==> config.mk <==
export PLATFORM = sky130hd
export DESIGN_NAME = latch_bank_ctrl
export DESIGN_NICKNAME = d
export VERILOG_FILES = /design/src/rtl/latch_bank_ctrl.sv
export SDC_FILE = /design/constraint.sdc
export NUM_CORES = 1
export LEC_CHECK = 0
export CAP_MARGIN = 0
export CORE_ASPECT_RATIO = 2
export CORE_UTILIZATION = 42
export DETAILED_ROUTE_END_ITERATION = 10
export PLACE_DENSITY = 0.74
export RECOVER_POWER = 100
export SYNTH_ARGS = -nofsm -noshare
export SYNTH_HDL_FRONTEND = slang
export SYNTH_SLANG_ARGS = --single-unit
==> constraint.sdc <==
create_clock -name i_clk -period 1.5 [get_ports i_clk]
set_input_delay 0.225 -clock i_clk [delete_from_list [all_inputs] [get_ports i_clk]]
set_output_delay 0.225 -clock i_clk [all_outputs]
set_load 0.01 [all_outputs]
==> src/rtl/latch_bank_ctrl.sv <==
// -----------------------------------------------------------------------------
// latch_bank_ctrl
//
// Write controller and round-robin arbiter for a small bank of level-sensitive
// D-latches. Each write is a fixed three-phase sequence:
//   SETUP : data driven on o_lat_d, all gates closed
//   OPEN  : gate of the addressed word open, data unchanged
//   HOLD  : gate closed again, data still held, o_done pulsed
// Data is therefore stable for a full cycle on both sides of the transparent
// window. All latch-facing and handshake outputs come straight from flops.
//
// Ports
//   i_clk       : clock, all state changes on the rising edge
//   i_rst_n     : asynchronous active-low reset
//   i_req       : [N_REQ]     level write request per requester
//   i_req_addr  : [N_REQ*AW]  flattened word addresses, requester i at [i*AW +: AW]
//   i_req_data  : [N_REQ*DW]  flattened write data, requester i at [i*DW +: DW]
//   o_gnt       : [N_REQ]     one-hot 1-cycle grant pulse
//   o_done      : [N_REQ]     one-hot 1-cycle completion pulse
//   o_busy      : high whenever the controller is not idle
//   o_lat_d     : [DW]        D bus to all latch words
//   o_lat_en    : [DEPTH]     per-word gate enable, at most one bit high
// -----------------------------------------------------------------------------
module latch_bank_ctrl #(
    parameter int N_REQ = 2,
    parameter int DW    = 8,
    parameter int AW    = 2,
    localparam int DEPTH = 2 ** AW
) (
    input  logic                  i_clk,
    input  logic                  i_rst_n,
    input  logic [N_REQ-1:0]      i_req,
    input  logic [N_REQ*AW-1:0]   i_req_addr,
    input  logic [N_REQ*DW-1:0]   i_req_data,
    output logic [N_REQ-1:0]      o_gnt,
    output logic [N_REQ-1:0]      o_done,
    output logic                  o_busy,
    output logic [DW-1:0]         o_lat_d,
    output logic [DEPTH-1:0]      o_lat_en
);

    localparam int PW = (N_REQ > 1) ? $clog2(N_REQ) : 1;

    typedef enum logic [1:0] {
        ST_IDLE  = 2'd0,
        ST_SETUP = 2'd1,
        ST_OPEN  = 2'd2,
        ST_HOLD  = 2'd3
    } state_t;

    // Round-robin search upward from ptr with wrap-around.
    // Returns {found, index}; the lowest offset from ptr wins.
    function automatic logic [PW:0] rr_pick(input logic [N_REQ-1:0] reqs,
                                            input logic [PW-1:0]    ptr);
        logic [PW:0]      res;
        logic [N_REQ-1:0] shifted;
        int               idx;
        res = {(PW+1){1'b0}};
        for (int k = N_REQ - 1; k >= 0; k--) begin
            idx     = (int'(ptr) + k) % N_REQ;
            shifted = reqs >> idx;
            if (shifted[0]) begin
                res = {1'b1, PW'(idx)};
            end else begin
                res = res;
            end
        end
        return res;
    endfunction

    // One-hot vector selecting requester idx.
    function automatic logic [N_REQ-1:0] req_onehot(input logic [PW-1:0] idx);
        logic [N_REQ-1:0] one;
        one = {{(N_REQ-1){1'b0}}, 1'b1};
        return one << idx;
    endfunction

    // One-hot gate vector for word addr.
    function automatic logic [DEPTH-1:0] addr_onehot(input logic [AW-1:0] addr);
        logic [DEPTH-1:0] one;
        one = {{(DEPTH-1){1'b0}}, 1'b1};
        return one << addr;
    endfunction

    // Next round-robin pointer after granting idx.
    function automatic logic [PW-1:0] ptr_after(input logic [PW-1:0] idx);
        logic [PW-1:0] nxt;
        if (int'(idx) == N_REQ - 1) begin
            nxt = {PW{1'b0}};
        end else begin
            nxt = idx + {{(PW-1){1'b0}}, 1'b1};
        end
        return nxt;
    endfunction

    state_t             r_state;
    logic [PW-1:0]      r_rr_ptr;
    logic [PW-1:0]      r_cur;       // requester whose write is in flight
    logic               r_b2b;       // a back-to-back grant was issued into HOLD
    logic [AW-1:0]      r_addr;
    logic [DW-1:0]      r_data;
    logic [N_REQ-1:0]   r_gnt;
    logic [N_REQ-1:0]   r_done;
    logic               r_busy;
    logic [DW-1:0]      r_lat_d;
    logic [DEPTH-1:0]   r_lat_en;

    logic [PW:0]        w_pick;
    logic               w_found;
    logic [PW-1:0]      w_idx;
    logic [AW-1:0]      w_win_addr;
    logic [DW-1:0]      w_win_data;
    logic [N_REQ-1:0]   w_cand;

    // Candidate requests: in IDLE everyone, otherwise exclude the requester being served.
    always_comb begin
        w_cand = i_req;
        if (r_state == ST_IDLE) begin
            w_cand = i_req;
        end else begin
            w_cand = i_req & ~req_onehot(r_cur);
        end
    end

    assign w_pick     = rr_pick(w_cand, r_rr_ptr);
    assign w_found    = w_pick[PW];
    assign w_idx      = w_pick[PW-1:0];
    assign w_win_addr = i_req_addr[int'(w_idx)*AW +: AW];
    assign w_win_data = i_req_data[int'(w_idx)*DW +: DW];

    // Write sequencer: arbitration, capture and all registered outputs.
    //
    // The back-to-back arbitration is evaluated on the OPEN->HOLD edge so that
    // the next grant is visible during HOLD alongside done of the current write;
    // this keeps the sustained rate at one write every three cycles.
    always_ff @(posedge i_clk or negedge i_rst_n) begin
        if (!i_rst_n) begin
            r_state  <= ST_IDLE;
            r_rr_ptr <= {PW{1'b0}};
            r_cur    <= {PW{1'b0}};
            r_b2b    <= 1'b0;
            r_addr   <= {AW{1'b0}};
            r_data   <= {DW{1'b0}};
            r_gnt    <= {N_REQ{1'b0}};
            r_done   <= {N_REQ{1'b0}};
            r_busy   <= 1'b0;
            r_lat_d  <= {DW{1'b0}};
            r_lat_en <= {DEPTH{1'b0}};
        end else begin
            r_gnt  <= {N_REQ{1'b0}};
            r_done <= {N_REQ{1'b0}};
            case (r_state)
                ST_IDLE: begin
                    if (w_found) begin
                        r_gnt    <= req_onehot(w_idx);
                        r_cur    <= w_idx;
                        r_rr_ptr <= ptr_after(w_idx);
                        r_addr   <= w_win_addr;
                        r_data   <= w_win_data;
                        r_lat_d  <= w_win_data;
                        r_busy   <= 1'b1;
                        r_state  <= ST_SETUP;
                    end else begin
                        r_busy   <= 1'b0;
                        r_state  <= ST_IDLE;
                    end
                end
                ST_SETUP: begin
                    r_lat_en <= addr_onehot(r_addr);
                    r_state  <= ST_OPEN;
                end
                ST_OPEN: begin
                    r_lat_en <= {DEPTH{1'b0}};
                    r_done   <= req_onehot(r_cur);
                    r_state  <= ST_HOLD;
                    if (w_found) begin
                        r_gnt    <= req_onehot(w_idx);
                        r_cur    <= w_idx;
                        r_rr_ptr <= ptr_after(w_idx);
                        r_addr   <= w_win_addr;
                        r_data   <= w_win_data;
                        r_b2b    <= 1'b1;
                    end else begin
                        r_b2b    <= 1'b0;
                    end
                end
                ST_HOLD: begin
                    r_b2b <= 1'b0;
                    if (r_b2b) begin
                        // Data bus moves only now, a full cycle after the gate closed.
                        r_lat_d <= r_data;
                        r_busy  <= 1'b1;
                        r_state <= ST_SETUP;
                    end else begin
                        r_busy  <= 1'b0;
                        r_state <= ST_IDLE;
                    end
                end
                default: begin
                    r_lat_en <= {DEPTH{1'b0}};
                    r_b2b    <= 1'b0;
                    r_busy   <= 1'b0;
                    r_state  <= ST_IDLE;
                end
            endcase
        end
    end

    assign o_gnt    = r_gnt;
    assign o_done   = r_done;
    assign o_busy   = r_busy;
    assign o_lat_d  = r_lat_d;
    assign o_lat_en = r_lat_en;

endmodule

After elaboration in Yosys (flattened, before gate mapping):

Cells that the tools add are included.

* logic and storage cells: 53
* flip-flop bits (word level): 32
* input bits: 24
* output and inout port bits: 17

* reductions and logical operators: 7
* multiplexer cells: 18
* $add $sub $neg: 2
* eq/ne operators: 5
* shifts and indexed selects: 7
* bitwise gates (word level): 3

Operator list (count)
* right shift 2 x 32 -> 1 bit: 1
* two-way mux 8 bit: 2
* one-hot mux 8 bit (2 select lines): 1
* variable part select 16 x 5 -> 8 bit: 1
* two-way mux 2 bit: 6
* one-hot mux 2 bit (4 select lines): 1
* one-hot mux 4 bit (2 select lines): 1
* nonzero test 2 bit: 3
* two-way mux 1 bit: 5
* equality test 2 bit (second input constant): 2
* inequality test 2 bit (second input constant): 2
* one-hot mux 1 bit (2 select lines): 2
* variable part select 4 x 3 -> 2 bit: 1
* left shift 1 x 1 -> 2 bit (first input constant): 2
* left shift 1 x 2 -> 4 bit (first input constant): 1
* AND reduction 3 bit: 1
* adder 1 bit (second input constant): 2
* bitwise AND 2 bit: 1
* equality test 2 x 1 -> 1 bit (second input constant): 1
* logical NOT 2 bit: 1
* inverter 2 bit: 1
* AND reduction 2 bit: 1
* OR reduction 2 bit: 1
* right shift 2 x 1 -> 1 bit: 1
* bitwise AND 1 bit (first input constant): 1

Longest topological paths before layout:

Gate-level depths: netlist (run 1).

* word-level depth: 10
* depth in mapped cells: 7
* depth with buffers taken out: 6

Worst setup path after synthesis (run 1):

No wires, ideal clock.

* kind: reg-to-reg
* start point: reg r_state[0]
* end point: reg r_lat_d[7], in the netlist o_lat_d[7]
* slack: -0.070 ns
* required time: 1.373 ns
* arrival time: 1.443 ns
* clock period less this slack: 1.570 ns
* path buffers: 1
* library setup time: 0.127 ns
* cell stages (with the launch flop): 8
* cells stage by stage: dfrtp_1 -> inv_1 -> ha_1 -> nand2b_2 -> o211ai_4 -> buf_12 -> mux2i_1 -> o211ai_2

* longest elaborated chain between the ends: 8
* elaborated cells between the ends (all ways): 14
* those cells by class: 3 x eq/ne; 3 x shift; 5 x mux; 3 x reduce/logical

RTL lines
* start, declared: line 96 `state_t r_state;`
* start signal, assigned: line 138 `r_state <= ST_IDLE;`
* start signal, assigned: line 162 `r_state <= ST_SETUP;`
* start signal, assigned: line 165 `r_state <= ST_IDLE;`
* logical NOT 2 bit: line 118, 152
* two-way mux 2 bit: line 118 `if (r_state == ST_IDLE) begin`
* right shift 2 x 32 -> 1 bit: line 61 `shifted = reqs >> idx;`
* two-way mux 2 bit (2 in a row): line 62 `if (shifted[0]) begin`
* variable part select 16 x 5 -> 8 bit: line 129 `assign w_win_data = i_req_data[int'(w_idx)*DW +: DW];`
* two-way mux 8 bit: line 154 `if (w_found) begin`
* one-hot mux 8 bit (2 select lines): line 152 `case (r_state)`
* end signal, assigned: line 147 `r_lat_d <= {DW{1'b0}};`
* end signal, assigned: line 160 `r_lat_d <= w_win_data;`
* end signal, assigned: line 191 `r_lat_d <= r_data;`
* end, declared: line 105 `logic [DW-1:0] r_lat_d;`

Several ways; a longest one is shown, not always the timed one. The select of a mux whose other input is x is not followed.
A chain may end at the register's enable or synchronous reset.

Worst setup path after layout (run 1):

* start point: reg r_state[0]
* end point: reg r_lat_d[1], in the netlist o_lat_d[1]

Same word-level chain as after synthesis.

==> flow_metrics.py, run 1 <==
metrics = {
    "worst_setup_path": {
        "r2r_end": "o_lat_d[1]",
        "crit_type": "flip-flop to flip-flop",
        "endpoint_kind": "flip-flop",
        "crit_end": "o_lat_d[1]",
        "slowest_stage": "dfrtp_1",
        "critPathLaunchType": "flip-flop",
        "cp_max_fo": 7,
        "rrSetupSlack_ns": -0.10,
        "cp.required_ns": 1.66,
        "crit_path_cell_trace": "inv_2, ha_4, nand2_4, o211ai_4, buf_12, mux2i_2, o211ai_1",
        "critPathLaunch": "r_state[0]",
        "worstPathArrival_ns": 1.76,
        "critPathMaxStageDelay_ns": 0.39,
        "r2r_start": "r_state[0]",
        "r2r_cells": 7,
    },
    "sta": {
        "slew_headroom_pct": 47.8,
        "setup_violations": 20,
        "grt_setup_unrepaired": "yes",
        "maxSlewViolCount": 0,
        "layout_worst_path_cycle_share_pct": 107,
        "tns_ns": -1.43,
        "hold_viol_final": 0,
        "finClkSkew_ns": 0.00446,
        "timing.fmax_mhz": 624,
        "fin_ws_ns": -0.101,
        "holdWs_ns": 0.493,
        "worstMarginPinSlew_ns": 0.783,
        "fin_crit_ns": 1.60,
    },
    "route": {
        "drt_pass1_iterations": 9,
        "route.detailed.drc": 2,
        "vias": 1272,
        "drtIter0Drc": 43,
        "via_per_inst": 5.48,
        "wirelength_um": 3870,
        "wl_per_cell_um": 16.7,
        "antenna_left": 0,
    },
    "clock_tree": {
        "clk_path_buf_depth": 2,
        "numCtsBuffers": 5,
        "cts.sink_count": 32,
        "h-tree-depth": 2,
        "path_clk_slew_ns": 0.06,
        "clock-root-buffer": "clkbuf_8",
        "cts_tree": "yes",
        "clk_latency_ns": 0.28,
    },
    "cells_and_area": {
        "syn2layout_area_growth_pct": 56.3,
        "drive_above_1_share_pct": 25.0,
        "final_nets": 227,
        "n_antenna_cell": 0,
    },
    "yosys": {
        "synth_nets": 161,
        "yosys_warnings": 0,
        "synth_cells": 134,
        "synth_edf_count": 0,
        "synthFlopType": "dfrtp_1",
        "ys_seq_area_share_pct": 54.4,
        "postSynthAreaPerCell_um2": 11.0,
        "synth-seq-cells": 32,
        "synth.distinct_cells": 33,
        "ys_async_sr_fraction_pct": 100,
        "syn-cell-area_mm2": 0.00147,
    },
    "floorplan": {
        "die_h_um": 85.7,
        "die_width_um": 43.9,
        "core_mm2": 0.00338,
        "dieArea_mm2": 0.00376,
        "start_util_pct": 43.6,
        "ios": 41,
        "num_rows": 30,
    },
    "run_status": {
        "status": "finished, violations left",
        "violations": "DRC, setup timing",
    },
    "power_and_ir_drop": {
        "p_switching_w": 0.00207,
        "combPwrFrac_pct": 59.1,
        "leakage_nw": 1.02,
        "p_int_w": 0.00336,
        "seq_power_share_pct": 28.3,
        "clock_power_share_pct": 12.6,
        "power_density_mw_per_mm2": 2360,
        "p_sw_share_pct": 38.1,
        "ir_drop_mv": 1.52,
    },
    "global_routing": {
        "grt_pass1_vias": 1339,
        "track_usage_pct": 22.9,
        "antenna_found_initial": 0,
        "grt-ovfl-total": 0,
        "grt_start_max_net_pins": 33,
        "grt_pass1_wl_um": 6280,
    },
    "min_path": {
        "hold_depth": 2,
        "hp-class": "flip-flop to flip-flop",
    },
    "placed_design": {
        "hpwl_um": 2730,
        "gp_congestion": 0.781,
        "dp_slack_ns": -0.290,
        "port_buffers": 40,
    },
    "job": {
        "max_cap_viol_count": 0,
    },
}
## layout make-up
type	count	area (um2)
fill	250	1080
sequential	32	801
multi-input combinational	89	709
timing repair buffer	65	627
clock buffer	7	96.3
tap	32	40.0
inverter	7	26.3
## kinds of logic (layout without fill, tap and decap cells)
| kind of cell | count (synthesis) | after routing | synth area share (%) |
|---|---|---|---|
| simple gates | 43 | 43 | 14.1 |
| flops | 32 | 32 | 54.4 |
| buf+inv | 13 | 79 | 4.68 |
| compound gates | 32 | 32 | 16.8 |
| mux | 11 | 11 | 7.48 |
| fa+ha+maj | 3 | 3 | 2.55 |
## worst max-delay path, delay by kind of cell, from the launching register on
family          cells  cell delay, ns
compound gates      2            0.34
flops               1            0.39
fa+ha+maj           1            0.17
mux                 1            0.25
buf+inv             2            0.28
simple gates        1            0.05
## state kept, by name, indices dropped and copies added, names as in the netlist, 2 cells and up
register and count:
o_lat_d 8, r_data 8, o_lat_en 4, o_done 2, o_gnt 2, r_addr 2
r_state 2
## power groups by stage
stage	Clock (W)	Combinational, W	Sequential [W]
after floorplan	0	0.00152	0.00158
after global placement	0	0.00264	0.00152
after detailed placement	0	0.00276	0.00154
after CTS	0.000700	0.00317	0.00153
after global routing	0.000740	0.00348	0.00157
final	0.000686	0.00321	0.00154
## stage by stage
step,total power [W],area [um2],utilization [%],std cells
final,0.00543,2300,68.1,232
after global placement,0.00416,2060,60.9,221
after CTS,0.00540,2280,67.6,232
after detailed placement,0.00430,2060,60.9,221
after global routing,0.00579,2300,68.1,232
after floorplan,0.00311,1500,-,134
## cells in the mapped netlist, types with 2 or more instances
cell | instances | share of area (%)
a21o_1 | 2 | 1.0
buf_2 | 3 | 1.0
ha_1 | 3 | 2.6
o211ai_1 | 8 | 4.1
o32ai_1 | 2 | 1.2
clkbuf_1 | 2 | 0.51
o21ai_0 | 3 | 1.0
nand3_1 | 8 | 2.7
o21ai_1 | 7 | 2.4
dfrtp_1 | 32 | 54
o22ai_1 | 2 | 0.85
nor2_1 | 3 | 0.77
nand2b_1 | 2 | 0.85
nand2_1 | 21 | 5.4
mux2i_1 | 11 | 7.5
inv_1 | 7 | 1.8
nor2b_1 | 2 | 0.85
## cell usage in the layout (no fill, tap or decap), types with 2 or more instances in the layout
cell	count
buf_4	17
nor2_1	3
o211ai_1	8
mux2i_1	5
nand2b_1	2
mux2i_2	3
nand2_1	21
nand3_1	7
dlygate4sd3_1	7
a21o_1	2
dfrtp_1	32
inv_1	5
clkbuf_8	7
mux2i_4	3
clkdlybuf4s50_1	33
o22ai_1	2
o32ai_1	2
inv_2	2
nor2b_1	2
o21ai_1	9
buf_6	4
## worst min path at each step
stage,startpoint,to,slack [ns]
6_report,r_data[0],r_data[0],0.49
5_1_grt,r_data[4],r_data[4],0.52
4_1_cts,i_rst_n,o_gnt[1],0.35
3_5_place_dp,r_data[0],r_data[0],0.47
3_3_place_gp,r_data[6],r_data[6],0.47
2_1_floorplan,i_rst_n,o_busy,-0.07
## timing repair
item                       in CTS  in global routing
hold endpoints to repair        0                  0
hold buffers                    0                  0
gates resized for setup        20                  7
setup endpoints to repair      20                 22
gates cloned                    2                  0
buffers inserted                2                  0
pin swaps                       5                  1
## routing by layer
layer | wire length [um] | global-route usage (%) | vias to the layer above
li1 | - | - | 603
met4 | 70 | 9.37 | 0
met1 | 1380 | 24.5 | 620
met5 | 0 | 0 | -
met3 | 176 | 5.89 | 8
met2 | 2240 | 41.1 | 41
Power figures use the tool's default switching activity.
==> inputs of run 2 (changes only) <==
Settings changed: CORE_UTILIZATION 42 to 47, PLACE_DENSITY 0.74 to 0.79.
Clock period 1.5 ns to 1.7 ns, I/O delays scaled along.
==> run 2 against run 1 <==
Against the previous run: clock skew up 0.0021 ns; global-route usage shrank 1.7 points; critical path depth is the same; fmax shrank 1.5%; via count fell by 5.4%; the flow now finishes without violations; utilization rose by 5.5 points; worst setup slack better by 0.18 ns; sequential cell count did not move.
==> flow_metrics.py, run 2 (synthesis gave the netlist of run 1 again) <==
metrics = {
    "worst_setup_path": {
        "crit_type": "flip-flop to flip-flop",
        "worst-path-buf-inv": 2,
        "critPathTopFamily": "flip-flops",
        "rrSetupSlack_ns": 0.07,
        "r2r_start": "r_state[1]",
        "r2r_cells": 7,
        "critPathLaunch": "r_state[1]",
        "r2r_end": "o_lat_d[7]",
        "cp.required_ns": 1.88,
        "slowest_stage": "dfrtp_1",
        "cp_max_fo": 6,
        "critPathLaunchType": "flip-flop",
        "endpoint_kind": "flip-flop",
        "critPathMaxStageDelay_ns": 0.39,
        "worstPathArrival_ns": 1.80,
        "crit_path_cell_trace": "inv_2, ha_4, nand2_2, o211ai_4, buf_12, mux2i_2, o211ai_2",
    },
    "sta": {
        "grt_setup_unrepaired": "yes",
        "timing.fmax_mhz": 615,
        "slew_headroom_pct": 49.2,
        "finClkSkew_ns": 0.00660,
        "hold_viol_final": 0,
        "maxSlewViolCount": 0,
        "setup_violations": 0,
        "layout_worst_path_cycle_share_pct": 95.6,
        "fin_ws_ns": 0.0740,
        "fin_crit_ns": 1.63,
        "worstMarginPinSlew_ns": 0.762,
    },
    "route": {
        "wl_per_cell_um": 15.6,
        "drtIter0Drc": 25,
        "antenna_left": 0,
        "vias": 1203,
        "route.detailed.drc": 0,
        "drt_pass1_iterations": 4,
        "wirelength_um": 3420,
        "via_per_inst": 5.49,
    },
    "min_path": {
        "min_from": "r_data[0]",
        "hold_depth": 2,
        "hp-class": "flip-flop to flip-flop",
        "hold_path_end": "r_data[0]",
    },
    "floorplan": {
        "die_width_um": 41.6,
        "num_rows": 28,
        "ios": 41,
        "start_util_pct": 49.4,
        "dieArea_mm2": 0.00337,
        "die_h_um": 81.1,
        "core_mm2": 0.00298,
    },
    "global_routing": {
        "antenna_found_initial": 0,
        "grt_start_max_net_pins": 33,
        "grt_pass1_vias": 1187,
        "grt-ovfl-total": 0,
        "grt_pass1_wl_um": 5350,
        "track_usage_pct": 21.2,
    },
    "cells_and_area": {
        "layout_common_cells": "39 x clkdlybuf4s50_1, 32 x dfrtp_1, 21 x nand2_1",
        "final_nets": 215,
        "n_antenna_cell": 0,
        "layout_commonest_cell": "clkdlybuf4s50_1",
        "syn2layout_area_growth_pct": 49.0,
        "drive_above_1_share_pct": 21.2,
    },
    "placed_design": {
        "hpwl_um": 2390,
        "gp_congestion": 0.826,
        "port_buffers": 40,
        "dp_slack_ns": -0.147,
    },
    "power_and_ir_drop": {
        "p_switching_w": 0.00169,
        "leakage_nw": 0.937,
        "seq_power_share_pct": 31.0,
        "p_int_w": 0.00263,
        "power_density_mw_per_mm2": 1970,
        "p_sw_share_pct": 39.1,
        "ir_drop_mv": 1.14,
        "combPwrFrac_pct": 55.7,
        "finalPower_w": 0.00432,
        "clock_power_share_pct": 13.3,
    },
    "clock_tree": {
        "path_clk_slew_ns": 0.07,
        "cts_tree": "yes",
        "clk_latency_ns": 0.29,
        "holdBufCountCts": 0,
        "clk_path_buf_depth": 2,
        "h-tree-depth": 2,
        "clock-root-buffer": "clkbuf_8",
        "cts.sink_count": 32,
        "numCtsBuffers": 5,
    },
    "job": {
        "max_cap_viol_count": 0,
    },
    "run_status": {
        "status": "finished, final reports clean",
    },
}
[run 2: cell count changes in the layout (fill, tap and decap cells not counted), moves of 3 or more]
cell / change
clkdlybuf4s50_1: +6
dlygate4sd3_1: -6
buf_4: -9
o21ai_0: +3
[run 2: per-stage QoR]
| stage | hold WS (ns) | instances | utilization (%) | setup TNS, ns | area [um2] |
|---|---|---|---|---|---|
| after CTS | 0.367 | 218 | 70.0 | -0.0131 | 2080 |
| after floorplan | -0.0406 | 134 | - | 0 | 1470 |
| final | 0.490 | 219 | 73.6 | 0 | 2190 |
| after detailed placement | 0.481 | 208 | 65.6 | -1.43 | 1950 |
| after global placement | 0.470 | 208 | 65.6 | -0.367 | 1950 |
| after global routing | 0.508 | 219 | 73.6 | -0.0318 | 2190 |
[run 2: how the worst max path moves through the flow]
| stage | to | slack (ns) | depth (start not counted) |
|---|---|---|---|
| floorplan | o_lat_d[7] | 0.13 | 7 |
| global placement | o_lat_d[4] | -0.06 | 6 |
| detailed placement | o_lat_d[2] | -0.15 | 6 |
| CTS | o_lat_d[3] | -0.008 | 7 |
| global route | r_data[7] | -0.01 | 7 |
| finish | o_lat_d[7] | 0.07 | 7 |
[run 2: final cells by class]
class	instances	area (um2)
inverters	7	26.3
clock buffers	5	68.8
clock inverters	3	18.8
flip-flops and latches	32	801
well taps	30	37.5
multi-input cells	89	707
repair buffers	53	533
fillers	218	786
[run 2: metal layers]
metal	vias up	part of all wire, %	track usage [%]
met2	38	57	37.7
met3	11	4.0	5.11
met5	-	0	0
met1	575	36	22.6
li1	579	-	-
met4	0	3.5	11.6
[run 2: what timing repair did]
item                       CTS  global route
gates resized for setup      5            17
setup endpoints to repair   12            18
pin swaps                    0             7
setup buffers                2             0
gates cloned                 0             1
[run 2: worst register-to-register path, delay by kind of cell, from the launching register on]
| kind | cells | cell delay, ns |
|---|---|---|
| compound gates | 2 | 0.35 |
| fa+ha+maj | 1 | 0.16 |
| buf+inv | 2 | 0.27 |
| flops | 1 | 0.39 |
| mux | 1 | 0.28 |
| simple gates | 1 | 0.06 |
[run 2: power by group through the flow]
stage               Combinational (W)  Clock, W  Sequential (W)
global placement              0.00200         0         0.00134
detailed placement            0.00209         0         0.00135
finish                        0.00241  0.000573         0.00134
CTS                           0.00218  0.000579         0.00133
floorplan                     0.00123         0         0.00139
global route                  0.00263  0.000612         0.00137
